`src/rtl/decoder_pkg.sv`:
```
// Shared defaults and the one-hot helper for the select decoder.
package decoder_pkg;

    localparam int unsigned SEL_W_DEF = 2;
    localparam int unsigned CNT_W_DEF = 8;

    // Wide enough for any select up to 8 bits; callers truncate to their own width.
    function automatic logic [255:0] onehot(input logic [7:0] sel);
        return 256'(1) << sel;
    endfunction

endpackage

```
`src/rtl/decoder.sv`:
```
// Binary-to-one-hot decoder with a combinational output and a registered
// side path that tracks decode changes with a saturating event counter.
module decoder
    import decoder_pkg::*;
#(
    parameter  int unsigned SEL_W = SEL_W_DEF,
    parameter  int unsigned CNT_W = CNT_W_DEF,
    localparam int unsigned OUT_W = 2 ** SEL_W
) (
    input  logic             clk,
    input  logic             rst_n,
    input  logic [SEL_W-1:0] sel,
    input  logic             en,
    output logic [OUT_W-1:0] out,
    output logic [OUT_W-1:0] out_q,
    output logic             changed,
    output logic [CNT_W-1:0] chg_cnt
);

    logic diff;

    always_comb begin
        out  = OUT_W'(onehot(8'(sel)));
        diff = (out != out_q);
    end

    always_ff @(posedge clk or negedge rst_n) begin
        if (!rst_n) begin
            out_q   <= '0;
            changed <= 1'b0;
            chg_cnt <= '0;
        end else if (en) begin
            out_q   <= out;
            changed <= diff;
            if (diff && (chg_cnt != '1)) begin
                chg_cnt <= chg_cnt + CNT_W'(1);
            end
        end else begin
            changed <= 1'b0;
        end
    end

endmodule

```
`config.mk`:
```
export PLATFORM = sky130hd
export DESIGN_NAME = decoder
export DESIGN_NICKNAME = d
export VERILOG_FILES = /design/src/rtl/decoder_pkg.sv /design/src/rtl/decoder.sv
export SDC_FILE = /design/constraint.sdc
export NUM_CORES = 1
export LEC_CHECK = 0
export CAP_MARGIN = 15
export CORE_UTILIZATION = 43
export DETAILED_ROUTE_END_ITERATION = 12
export PLACE_DENSITY_LB_ADDON = 0.12
export SYNTH_ARGS = -nofsm -noshare
export SYNTH_HDL_FRONTEND = slang
export SYNTH_SLANG_ARGS = --single-unit
```
`constraint.sdc`:
```
create_clock -name clk -period 1.8 [get_ports clk]
set_input_delay 0.27 -clock clk [delete_from_list [all_inputs] [get_ports clk]]
set_output_delay 0.27 -clock clk [all_outputs]
set_load 0.02 [all_outputs]
```
# Yosys cells after proc, flatten, opt, wreduce, memory -nomap -nowiden
# Cells that the tools add are included.
[op_classes]
n_eq_ne = 2
n_mux = 1
n_addsub = 1
reduce_logical = 2
n_shift = 1
[ops]
columns = ["op", "count"]
rows = [
  ["adder 8 x 1 -> 8 bit, second input constant", 1],
  ["!= test 8 bit, second input constant", 1],
  ["!= test 4 bit", 1],
  ["<< shifter 1 x 2 -> 4 bit, first input constant", 1],
  ["AND reduction 2 bit", 1],
  ["logical AND 1 bit", 1],
  ["two-way mux 1 bit", 1],
]
[word_totals]
regBits = 13
output_inout_bits = 17
input_bits = 5
word_cells = 10

# Depth between registers and ports, before layout
# Gate-level depths: netlist (run 1).
[depth]
ltp_word = 4
ltp_mapped = 6
depth_no_buf = 6

# Least setup slack after synthesis (run 1)
# Ideal clock, no wire load.
[synth_path]
path_kind = "reg-to-reg"
start = "register out_q[2]"
end = "register chg_cnt[3]"
period_less_slack_ps = 1723
arrival_time_ps = 1591
slack_ps = 77
setup_ps = 131
required_ps = 1669
n_path_buf = 0
path_stages_with_launch = 6
path_cell_list = "dfrtp_1 > and3b_1 > o211ai_2 > a21oi_2 > or4b_1 > xnor2_1"
[synth_between]
elab_chain_len = 3
[synth_rtl]
columns = ["item", "line_no", "text"]
rows = [
  ["start, declared", "decoder.sv:15", "output logic [OUT_W-1:0] out_q,"],
  ["start signal, assigned", "decoder.sv:33", "out_q <= out;"],
  ["!= test 4 bit", "decoder.sv:24", "diff = (out != out_q);"],
  ["logical AND 1 bit", "decoder.sv:35", "if (diff && (chg_cnt != '1)) begin"],
  ["AND reduction 2 bit (no line)", "n/a", ""],
  ["end signal, assigned", "decoder.sv:36", "chg_cnt <= chg_cnt + CNT_W'(1);"],
  ["end, declared", "decoder.sv:17", "output logic [CNT_W-1:0] chg_cnt"],
]
# Every way passes these cells.
# A chain may end at the register's enable or synchronous reset.

# Final worst setup path (run 1)
[layout_path]
start = "input sel[1]"
end = "output out[2]"
[layout_between]
elab_chain_len = 1
[layout_rtl]
columns = ["item", "line_no", "text"]
rows = [
  ["start, declared", "decoder.sv:12", "input logic [SEL_W-1:0] sel,"],
  ["<< shifter 1 x 2 -> 4 bit", "decoder_pkg.sv:9", "return 256'(1) << sel;"],
  ["end, declared", "decoder.sv:14", "output logic [OUT_W-1:0] out,"],
]
# Every way passes these cells.

==> results of run 1 <==
[logic make-up (layout without fill, tap and decap cells)]
family | after synthesis | after routing
multiplexers | 5 | 5
adder cells (fa/ha/maj) | 1 | 1
buffers and inverters | 2 | 34
AO/OA/AOI/OAI | 4 | 4
XOR/XNOR | 6 | 6
AND/OR/NAND/NOR | 27 | 27
flip-flops | 13 | 13
[metrics by stage]
step	setup TNS, ns	total power (W)	setup slack, ns	std cells
after floorplan	0	0.000740	0.0774	58
after global placement	-1.55	0.000991	-0.200	101
after detailed placement	-1.74	0.00100	-0.237	101
after CTS	0	0.00118	0.0713	105
after global routing	0	0.00126	0.0444	105
final	0	0.00116	0.125	105
[flip-flops by register name, indices dropped and copies added, names as in the netlist]
signal / count
out_q: 4
changed: 1
chg_cnt: 8
[cells in the mapped netlist (2+ instances only)]
cell type	n	area, um^2
dfrtp_1	13	325
nor2_1	5	18.8
xor2_1	5	43.8
nand3_1	4	20.0
mux2_2	3	33.8
and3_1	2	12.5
inv_1	2	7.51
mux2_1	2	22.5
nor3_1	2	10.0
nor4b_1	2	17.5
[what timing repair did]
action,4_1_cts,5_1_grt
setup endpoints to repair,4,1
resized for setup,4,1
endpoints found under the hold margin,0,0
[report_power, final]
part           internal (W)  leakage, nW  total, W  switching [W]
combinational      0.000262        0.269  0.000501       0.000239
clock             0.0000860       0.0150  0.000173      0.0000873
sequential         0.000382        0.160  0.000487       0.000105
total              0.000730        0.444   0.00116       0.000431
[how the worst max path moves through the flow]
stage,start,to,slack (ns)
final,sel[1],out[2],0.13
after detailed placement,sel[0],chg_cnt[3],-0.24
after global routing,sel[1],out[2],0.04
after CTS,sel[0],chg_cnt[3],0.07
after global placement,sel[0],chg_cnt[3],-0.20
after floorplan,out_q[2],chg_cnt[3],0.08
[critical path, cell delays in order]
cell and delay (ns):
clkdlybuf4s50_1 0.49, buf_4 0.13, nor2b_1 0.16, dlygate4sd2_1 0.35
[layer usage]
metal,part of all wire (%),vias to the layer above,track usage (%)
met5,0,-,0
met4,0.89,0,12.5
met3,6.1,2,9.78
met2,45,16,28.9
met1,47,260,26.8
li1,-,276,-
[cell usage in the layout, fill, tap and decap left out, types with 2 or more instances in the layout]
cell / netlist / layout
nor4b_1: 2 / 2
nand3_1: 4 / 4
mux2_1: 2 / 2
clkdlybuf4s50_1: 0 / 16
mux2_2: 3 / 3
buf_4: 0 / 7
and3_1: 2 / 2
nor3_1: 2 / 2
dfrtp_1: 13 / 13
xor2_1: 5 / 5
inv_1: 2 / 2
dlygate4sd2_1: 0 / 4
nor2_1: 5 / 5
clkbuf_4: 0 / 3
[final cells by class]
class	count	area, um^2
clock buffers	4	26.3
fillers	112	390
inverters	2	7.51
multi-input cells	43	322
flip-flops and latches	13	325
well taps	15	18.8
repair buffers	28	260
==> qor.txt, run 1 <==
Status: complete, no violations
Starting Density: 48.5%
Util after Layout: 71.1%
IO Pins: 22
Vias in the first global route: 459
Syn Nets: 64
Simple-gate portion of the synthesized area: 25.0%
GRT Residual Overflow: 0
Combinational family with the most area after synthesis: simple AND/OR/NAND/NOR gates
Power density over the cells: 1210 nW/um^2
Mapped cell area: 654 um^2
Ys Warns: 0
Max rail drop VDD: 767 uV
Number of flops mapped to enable cells by yosys: 0
CTS root buf: clkbuf_4
Num Clock Sinks: 13
Total GRT Usage: 21.1%
Startpoint Class: primary input
WL/cell: 12.9 um
Die Height: 41.0 um
TritonCTS clock tree: done
LEAKAGE: 0.444 nW
Crit Path Class: primary input to primary output
Top FF cell, synth: dfrtp_1
Final setup viols: 0
Hold Path Class: primary input to async pin
Nature of the critical path endpoint: primary output
PortBufs: 21
CTS Hold Buffers Added: 0
Post-synth ARST share: 100%
Compound-gate portion of the synthesized area: 5.54%
Post-CTS Setup Bufs: 0
Slew @ Worst Pin: 0.573 ns
Number of buffers created by CTS: 3
Max Slew Vio Count: 0
Die ar.: 1680 um^2
Post-Synth XOR/XNOR Area: 8.03%
Layout area overhead: 46.7%
Register area share after synthesis: 49.7%
CP max FO: 3
Die width: 41.0 um
Final instance area: 960 um^2
Pre-antenna DRT Iters: 2
DP Area: 936 um^2
Fraction of layout cells with a size suffix above 1: 17.8%
Largest net degree at the start of global routing: 14
Number of antenna violations at the first check in global routing: 0
Reg clk slew, reported paths: 0.07 ns
Reg2Reg Depth: 5
Placer congestion estimate: 0.833
DP Wirelength: 1.07 mm
Fmax achieved: 597 MHz
H-tree depth: 1
Worst hold margin: 0.360 ns
Ant diodes: 0
Total number of vias: 554
DR DRC count: 0
Post-synthesis adder-cell area fraction: 1.91%
Global-route wire length before repair: 2.11 mm
Layout Skew: 0.00272 ns
Final period util: 93.0%
Drt total wl: 1.35 mm
Post-synthesis cell count: 58
WP data arrival: 1.40 ns
CTS max path bufs: 2
Clock Latency Late Sink: 0.27 ns
Yosys reg bits: 13
Syn avg cell area: 11.3 um^2
Crit path time final: 1.67 ns
Worst flop-to-flop path endpoint: chg_cnt[3]
Core footprint: 1350 um^2
Slew headroom: 61.7%
Nets: 97
Reg-to-reg startpoint: out_q[3]
Initial DRC count: 12
Antenna Nets Post-Route: 0
Via/cell ratio: 5.28
Max-Cap Viols: 0
Netlist cell types: 28
Post-synthesis mux area share: 8.60%
Worst Path Required: 1.53 ns
Final hold violation count: 0
Unrepaired setup endpoints after global routing: no
Reg2Reg Setup Slack: 0.14 ns
# rows: 13
Note: power is estimated with default switching activity, not from simulation.
==> run 2: changes to the inputs <==
--- a/config.mk
+++ b/config.mk
@@ -6,8 +6,10 @@
 export NUM_CORES = 1
 export LEC_CHECK = 0
 export CAP_MARGIN = 15
-export CORE_UTILIZATION = 43
+export CORE_UTILIZATION = 46
+export CTS_BUF_LIST = sky130_fd_sc_hd__clkbuf_4
 export DETAILED_ROUTE_END_ITERATION = 12
+export HOLD_SLACK_MARGIN = 0.15
 export PLACE_DENSITY_LB_ADDON = 0.12
 export SYNTH_ARGS = -nofsm -noshare
 export SYNTH_HDL_FRONTEND = slang
==> run 2 against run 1 <==
  * Sequential power hardly changed
  * Critical path type is now primary input to register
  * Largest cell class is now multi-input gates
  * Global-route usage down 1.3 points
  * Count of clock-buffer cells in the layout unchanged
  * Final area up 2.2%
  * Combinational power grew 0.8%
  * Cell count is 0.95% higher
  * Highest routed layer unchanged
  * Register-to-register slack got worse by 0.05 ns
  * Critical endpoint is now chg_cnt[3]
==> qor.txt, run 2 (synthesized netlist as in run 1, its figures left out) <==
Startpoint Class: primary input
Fmax achieved: 575 MHz (-3.8%)
Num Clock Sinks: 13 (unchanged)
Worst stage delay on the critical path: 0.55 ns (+0.06 ns)
CTS root buf: clkbuf_4
Drt total wl: 1.37 mm (+1.3%)
Via/cell ratio: 5.25 (-0.41%)
Global-route wire length before repair: 2.01 mm (-4.9%)
Number of antenna violations at the first check in global routing: 0 (unchanged)
Final hold violation count: 0 (unchanged)
CTS max path bufs: 2 (unchanged)
Final setup viols: 0 (unchanged)
Layout Skew: 0.00215 ns (-0.000569 ns)
Crit path time final: 1.74 ns (+0.0656 ns)
Pre-antenna DRT Iters: 3 (+1)
PortBufs: 21 (unchanged)
Power share of the clock group: 16.3% (+1.4 points)
DR DRC count: 0 (unchanged)
Ant diodes: 0 (unchanged)
Largest net degree at the start of global routing: 14 (unchanged)
Setup total negative slack: 0 ns (unchanged)
DP Wirelength: 1.01 mm (-4.7%)
GRT Residual Overflow: 0 (unchanged)
WL/cell: 12.9 um (+0.37%)
Nature of the critical path endpoint: register
Worst Path Required: 1.96 ns (+0.43 ns)
Slowest CP cell: or4b_1
Total number of vias: 557 (+0.54%)
Number of buffers created by CTS: 3 (unchanged)
Antenna Nets Post-Route: 0 (unchanged)
LEAKAGE: 0.455 nW (+2.5%)
Most common cell after layout, fill and taps aside: clkdlybuf4s50_1
Total GRT Usage: 19.8% (-1.3 points)
Vias in the first global route: 460 (+0.22%)
Initial DRC count: 5 (-7)
Status: complete, no violations
Unrepaired setup endpoints after global routing: no
Flop pwr share: 41.0% (-0.9 points)
Final period util: 96.7% (+3.6 points)
Post-CTS Setup Bufs: 0 (unchanged)
Slew headroom: 63.0% (+1.3 points)
Slew @ Worst Pin: 0.553 ns (-0.0199 ns)
Reg-to-reg startpoint: out_q[3]
TritonCTS clock tree: done
Clock Latency Late Sink: 0.27 ns (about the same)
Die Height: 39.7 um (-3.2%)
Largest register FFs: 8 (unchanged)
Critical-path cell list: clkdlybuf4s50_1 -> and2b_1 -> nand3_2 -> a21oi_2 -> or4b_1 -> xnor2_1
WP data arrival: 1.90 ns (+0.50 ns)
Switching power: 0.000435 W (+0.79%)
Largest register by flop count: chg_cnt
Power density over the cells: 1200 nW/um^2 (-0.44%)
Starting Density: 49.7% (+1.2 points)
Hold Path Class: primary input to async pin
Max Slew Vio Count: 0 (unchanged)
IO Pins: 22 (unchanged)
CP max FO: 6 (+3)
Largest regs: chg_cnt x8, out_q x4, changed x1
Crit Path Class: primary input to register
Reg2Reg Depth: 5 (unchanged)
Commonest cells after routing, fill and taps aside: clkdlybuf4s50_1 (16), dfrtp_1 (13), buf_4 (8)
Max-Cap Viols: 0 (unchanged)
Reg clk slew, reported paths: 0.08 ns (about the same)
Start point of the critical path: sel[1]
Core footprint: 1320 um^2 (-2.4%)
Switching share of power: 36.8% (-0.36 points)
Power Total: 0.00118 W (+1.8%)
Layout area overhead: 49.9%
Internal power: 0.000747 W (+2.3%)
Die ar.: 1580 um^2 (-6.2%)
Max rail drop VDD: 740 uV (-3.6%)
H-tree depth: 1 (unchanged)
Fraction of layout cells with a size suffix above 1: 22.0% (+4.2 points)
# rows: 13 (unchanged)
Placer congestion estimate: 0.672 (-19%)
Combinational power share: 42.7% (-0.5 points)
Die width: 39.7 um (-3.2%)
Nets: 98 (+1.0%)
==> run 2: cell types whose count changed in the layout (fill, tap and decap cells not counted), sizes merged <==
cell  delta
buf      +1
==> run 2: worst paths after layout <==
kind	to	slack, ns
max in group asynchronous	chg_cnt[4]	1.09
min	out_q[3]	0.35
max reg2reg	chg_cnt[3]	0.09
min reg2reg	chg_cnt[7]	0.51
max	chg_cnt[3]	0.06
min in group clk	chg_cnt[7]	0.51
==> run 2: what timing repair did <==
item,CTS,global route
setup endpoints to repair,4,2
gates resized for setup,4,3
hold buffers,0,0
==> run 2: worst max-delay path, delay by kind of cell <==
family | cells | cell delay [ns]
simple gates | 3 | 0.86
buf+inv | 1 | 0.52
xor+xnor | 1 | 0.15
compound gates | 1 | 0.09
==> run 2: area by class of cell <==
cell class | instances | area, um^2
clock buffer | 4 | 30.0
fill | 103 | 337
inverter | 2 | 7.51
multi-input combinational | 43 | 332
sequential | 13 | 325
tap | 15 | 18.8
timing repair buffer | 29 | 268
==> run 2: layer usage <==
metal	part of all wire, %	track usage (%)
met5	0	0
met4	0.87	10.3
met3	5.5	5.11
met2	49	31.6
met1	45	24.1
==> run 2: stage by stage <==
step	std cells	hold WS, ns	area (um^2)	setup WS (ns)	util (%)
global route	106	0.417	981	0.00774	74.5
finish	106	0.352	981	0.0598	74.5
global placement	102	0.501	943	-0.194	71.6
CTS	106	0.379	968	0.0577	73.5
detailed placement	102	0.503	943	-0.221	71.6
floorplan	58	-0.0256	654	0.0774	-
==> run 2: power groups by stage <==
stage | combinational, W | sequential, W | clock [W]
5_1_grt | 0.000540 | 0.000502 | 0.000213
4_1_cts | 0.000509 | 0.000485 | 0.000199
2_1_floorplan | 0.000154 | 0.000586 | 0
3_3_place_gp | 0.000502 | 0.000487 | 0
3_5_place_dp | 0.000507 | 0.000489 | 0
6_report | 0.000505 | 0.000484 | 0.000192
==> run 3: changes to the inputs <==
--- a/config.mk
+++ b/config.mk
@@ -5,8 +5,10 @@
 export SDC_FILE = /design/constraint.sdc
 export NUM_CORES = 1
 export LEC_CHECK = 0
+export ABC_AREA = 1
+export ABC_CLOCK_PERIOD_IN_PS = 1800
 export CAP_MARGIN = 15
-export CORE_UTILIZATION = 46
+export CORE_UTILIZATION = 48
 export CTS_BUF_LIST = sky130_fd_sc_hd__clkbuf_4
 export DETAILED_ROUTE_END_ITERATION = 12
 export HOLD_SLACK_MARGIN = 0.15
==> run 3 against run 2 <==
  * Total power down 12%
  * Cell count rose by 43%
  * Routed wire length is 24% higher
  * Area after synthesis rose by 17%
  * Highest routed layer unchanged
==> qor.txt, run 3 <==
Global-route wire length before repair: 2.75 mm (+37%)
Cell taking the most area after synthesis: dfrtp_1
Finished Layout Cells: 152 (+43%)
H-tree depth: 1 (unchanged)
PortBufs: 21 (unchanged)
M1 GR Usage: 27.4% (+3.3 points)
Yosys reg bits: 13 (unchanged)
Worst hold margin: 0.362 ns (+0.00969 ns)
Fmax achieved: 592 MHz (+3.0%)
Slew @ Worst Pin: 0.600 ns (+0.0471 ns)
Final hold violation count: 0 (unchanged)
Nature of the critical path endpoint: primary output
Vias in the first global route: 645 (+40%)
Crit path time final: 1.69 ns (-0.0505 ns)
Nets: 143 (+46%)
Largest net degree at the start of global routing: 14 (unchanged)
M3 GR Usage: 3.91% (-1.2 points)
WP data arrival: 1.42 ns (-0.48 ns)
Number of antenna violations at the first check in global routing: 0 (unchanged)
Unrepaired setup endpoints after global routing: no
Slowest CP cell: clkdlybuf4s50_1
GRT Max-Usage Layer: met2
Antenna Nets Post-Route: 0 (unchanged)
Cell depth of the worst setup path: 1 (-5)
Ys Warns: 0 (unchanged)
Crit path max-delay family: buffers and inverters
Number of buffers created by CTS: 3 (unchanged)
WL/cell: 11.2 um (-13%)
LEAKAGE: 0.558 nW (+23%)
Starting Density: 51.3% (+1.6 points)
DP Wirelength: 1.28 mm (+26%)
Largest register by flop count: chg_cnt
Ant diodes: 0 (unchanged)
GRT Residual Overflow: 0 (unchanged)
Drt total wl: 1.71 mm (+24%)
Largest regs: chg_cnt x8, out_q x4, changed x1
Ranking of synthesized cells by area: dfrtp_1 (43%), nand2_1 (19%), inv_1 (7.4%), nand4_1 (5.7%), nand3_1 (5.2%)
Worst stage delay on the critical path: 0.66 ns (+0.11 ns)
Syn Nets: 112 (+75%)
Power Total: 0.00104 W (-12%)
Power density over the cells: 980 nW/um^2 (-19%)
Worst Path Required: 1.53 ns (-0.43 ns)
Met2 usage: 33.1% (+1.6 points)
Count leader, synth: nand2_1
Dpl cells: 148 (+45%)
Syn avg cell area: 7.20 um^2 (-36%)
CP max FO: 7 (+1)
Pre-antenna DRT Iters: 5 (+2)
Hold Path Class: primary input to async pin
Fraction of layout cells with a size suffix above 1: 11.0% (-11 points)
Number of flops mapped to enable cells by yosys: 0 (unchanged)
Fillers: 126 (+22%)
Place WS: -0.136 ns (+0.0850 ns)
Commonest cells post-synth: nand2_1 (39), inv_1 (15), dfrtp_1 (13)
Crit Path Class: register to primary output
Mapped cell area: 763 um^2 (+17%)
Post-synthesis cell count: 106 (+83%)
Status: complete, no violations
CTS max path bufs: 2 (unchanged)
IO Pins: 22 (unchanged)
Reg clk slew, reported paths: 0.08 ns (about the same)
Die Height: 41.9 um (+5.4%)
Max-Cap Viols: 0 (unchanged)
Max Slew Vio Count: 0 (unchanged)
Die width: 41.9 um (+5.4%)
Clock Latency Late Sink: 0.28 ns (about the same)
Layout Skew: 0.00112 ns (-0.00103 ns)
Reg2Reg Depth: 9 (+4)
Buf/Inv on CP: 1 (unchanged)
Total number of vias: 749 (+34%)
Largest register FFs: 8 (unchanged)
Total GRT Usage: 21.1% (+1.3 points)
Final setup viols: 0 (unchanged)
Num Clock Sinks: 13 (unchanged)
Area share of the largest cell type after synthesis: 42.6% (-7.1 points)
Max rail drop VDD: 718 uV (-2.9%)
Post-synth ARST share: 100% (unchanged)
Util after Layout: 70.9% (-3.5 points)
# rows: 14 (+1)
Register area share after synthesis: 42.6% (-7.1 points)
CTS root buf: clkbuf_4
Via/cell ratio: 4.93 (-6.2%)
Startpoint Class: register
Initial DRC count: 16 (+11)
Most common cell after layout, fill and taps aside: nand2_1
Critical-path cell list: clkdlybuf4s50_1
TritonCTS clock tree: done
Worst setup margin: 0.110 ns (+0.0505 ns)
Netlist cell types: 18 (-36%)
Slew headroom: 59.9% (-3.1 points)
Die ar.: 1750 um^2 (+11%)
Core footprint: 1490 um^2 (+13%)
Commonest cells after routing, fill and taps aside: nand2_1 (39), clkdlybuf4s50_1 (17), inv_1 (15)
CTS Hold Buffers Added: 0 (unchanged)
DR DRC count: 0 (unchanged)
Layout area overhead: 38.4%
Placer congestion estimate: 0.784 (+17%)
Top FF cell, synth: dfrtp_1
Final period util: 93.9% (-2.8 points)
[run 3: changes by cell type in the layout (fill, tap and decap cells not counted), moves of 2 or more]
cell / previous run / this run
mux2_2: 3 / 0
nor4b_1: 2 / 0
xor2_1: 5 / 1
o21ai_0: 1 / 5
xnor2_1: 1 / 3
nand2_1: 1 / 39
nor2_2: 0 / 2
mux2_1: 2 / 0
inv_1: 2 / 15
nand3_1: 4 / 8
and3_1: 2 / 0
nand4_1: 1 / 7
[run 3: cell type report]
type | count | area [um^2] | area share [%]
Sequential cell | 13 | 325 | 30.8
Clock buffer | 4 | 30.0 | 2.84
Tap cell | 16 | 20.0 | 1.90
Multi-Input combinational cell | 75 | 363 | 34.4
Timing Repair Buffer | 28 | 258 | 24.4
Inverter | 16 | 60.1 | 5.69
[run 3: power by group]
part           switching [W]  total [W]  internal, W
Clock               0.000101   0.000202     0.000101
Sequential         0.0000799   0.000428     0.000348
Combinational       0.000210   0.000406     0.000196
[run 3: worst paths after layout]
check	from	endpoint	slack [ns]
setup / recovery	chg_cnt[2]	chg_cnt[2]	0.11
hold / removal	rst_n	out_q[0]	0.36
setup reg to reg	chg_cnt[0]	chg_cnt[7]	0.21
hold reg to reg	chg_cnt[5]	chg_cnt[5]	0.53
max in group asynchronous	rst_n	chg_cnt[3]	1.05
min in group clk	chg_cnt[5]	chg_cnt[5]	0.53
[run 3: through the flow]
stage / TNS [ns] / area, um^2
2_1_floorplan: 0 / 763
3_3_place_gp: -0.229 / 1030
3_5_place_dp: -0.556 / 1030
4_1_cts: 0 / 1060
5_1_grt: 0 / 1060
6_report: 0 / 1060
[run 3: logic make-up (layout without fill, tap and decap cells)]
kind of cell | after synthesis | after routing | share of synthesized area [%]
DFF | 13 | 13 | 42.6
xor gates and xnor gates | 4 | 4 | 4.59
and+or+nand+nor | 64 | 64 | 37.4
buffers and inverters | 18 | 48 | 9.83
adders and majority gates | 1 | 1 | 1.64
AOI/OAI and AO/OA | 6 | 6 | 3.93
[run 3: repair_timing]
item,in CTS,in global routing
endpoints found under the setup margin,4,0
buffers inserted,0,0
gates resized for setup,4,0
[run 3: layer usage]
layer | vias up | part of all wire [%] | wire length, um
met5 | - | 0 | 0
met2 | 20 | 47 | 797
met1 | 329 | 47 | 794
li1 | 395 | - | -
met4 | 0 | 2.2 | 38
met3 | 5 | 4.5 | 76
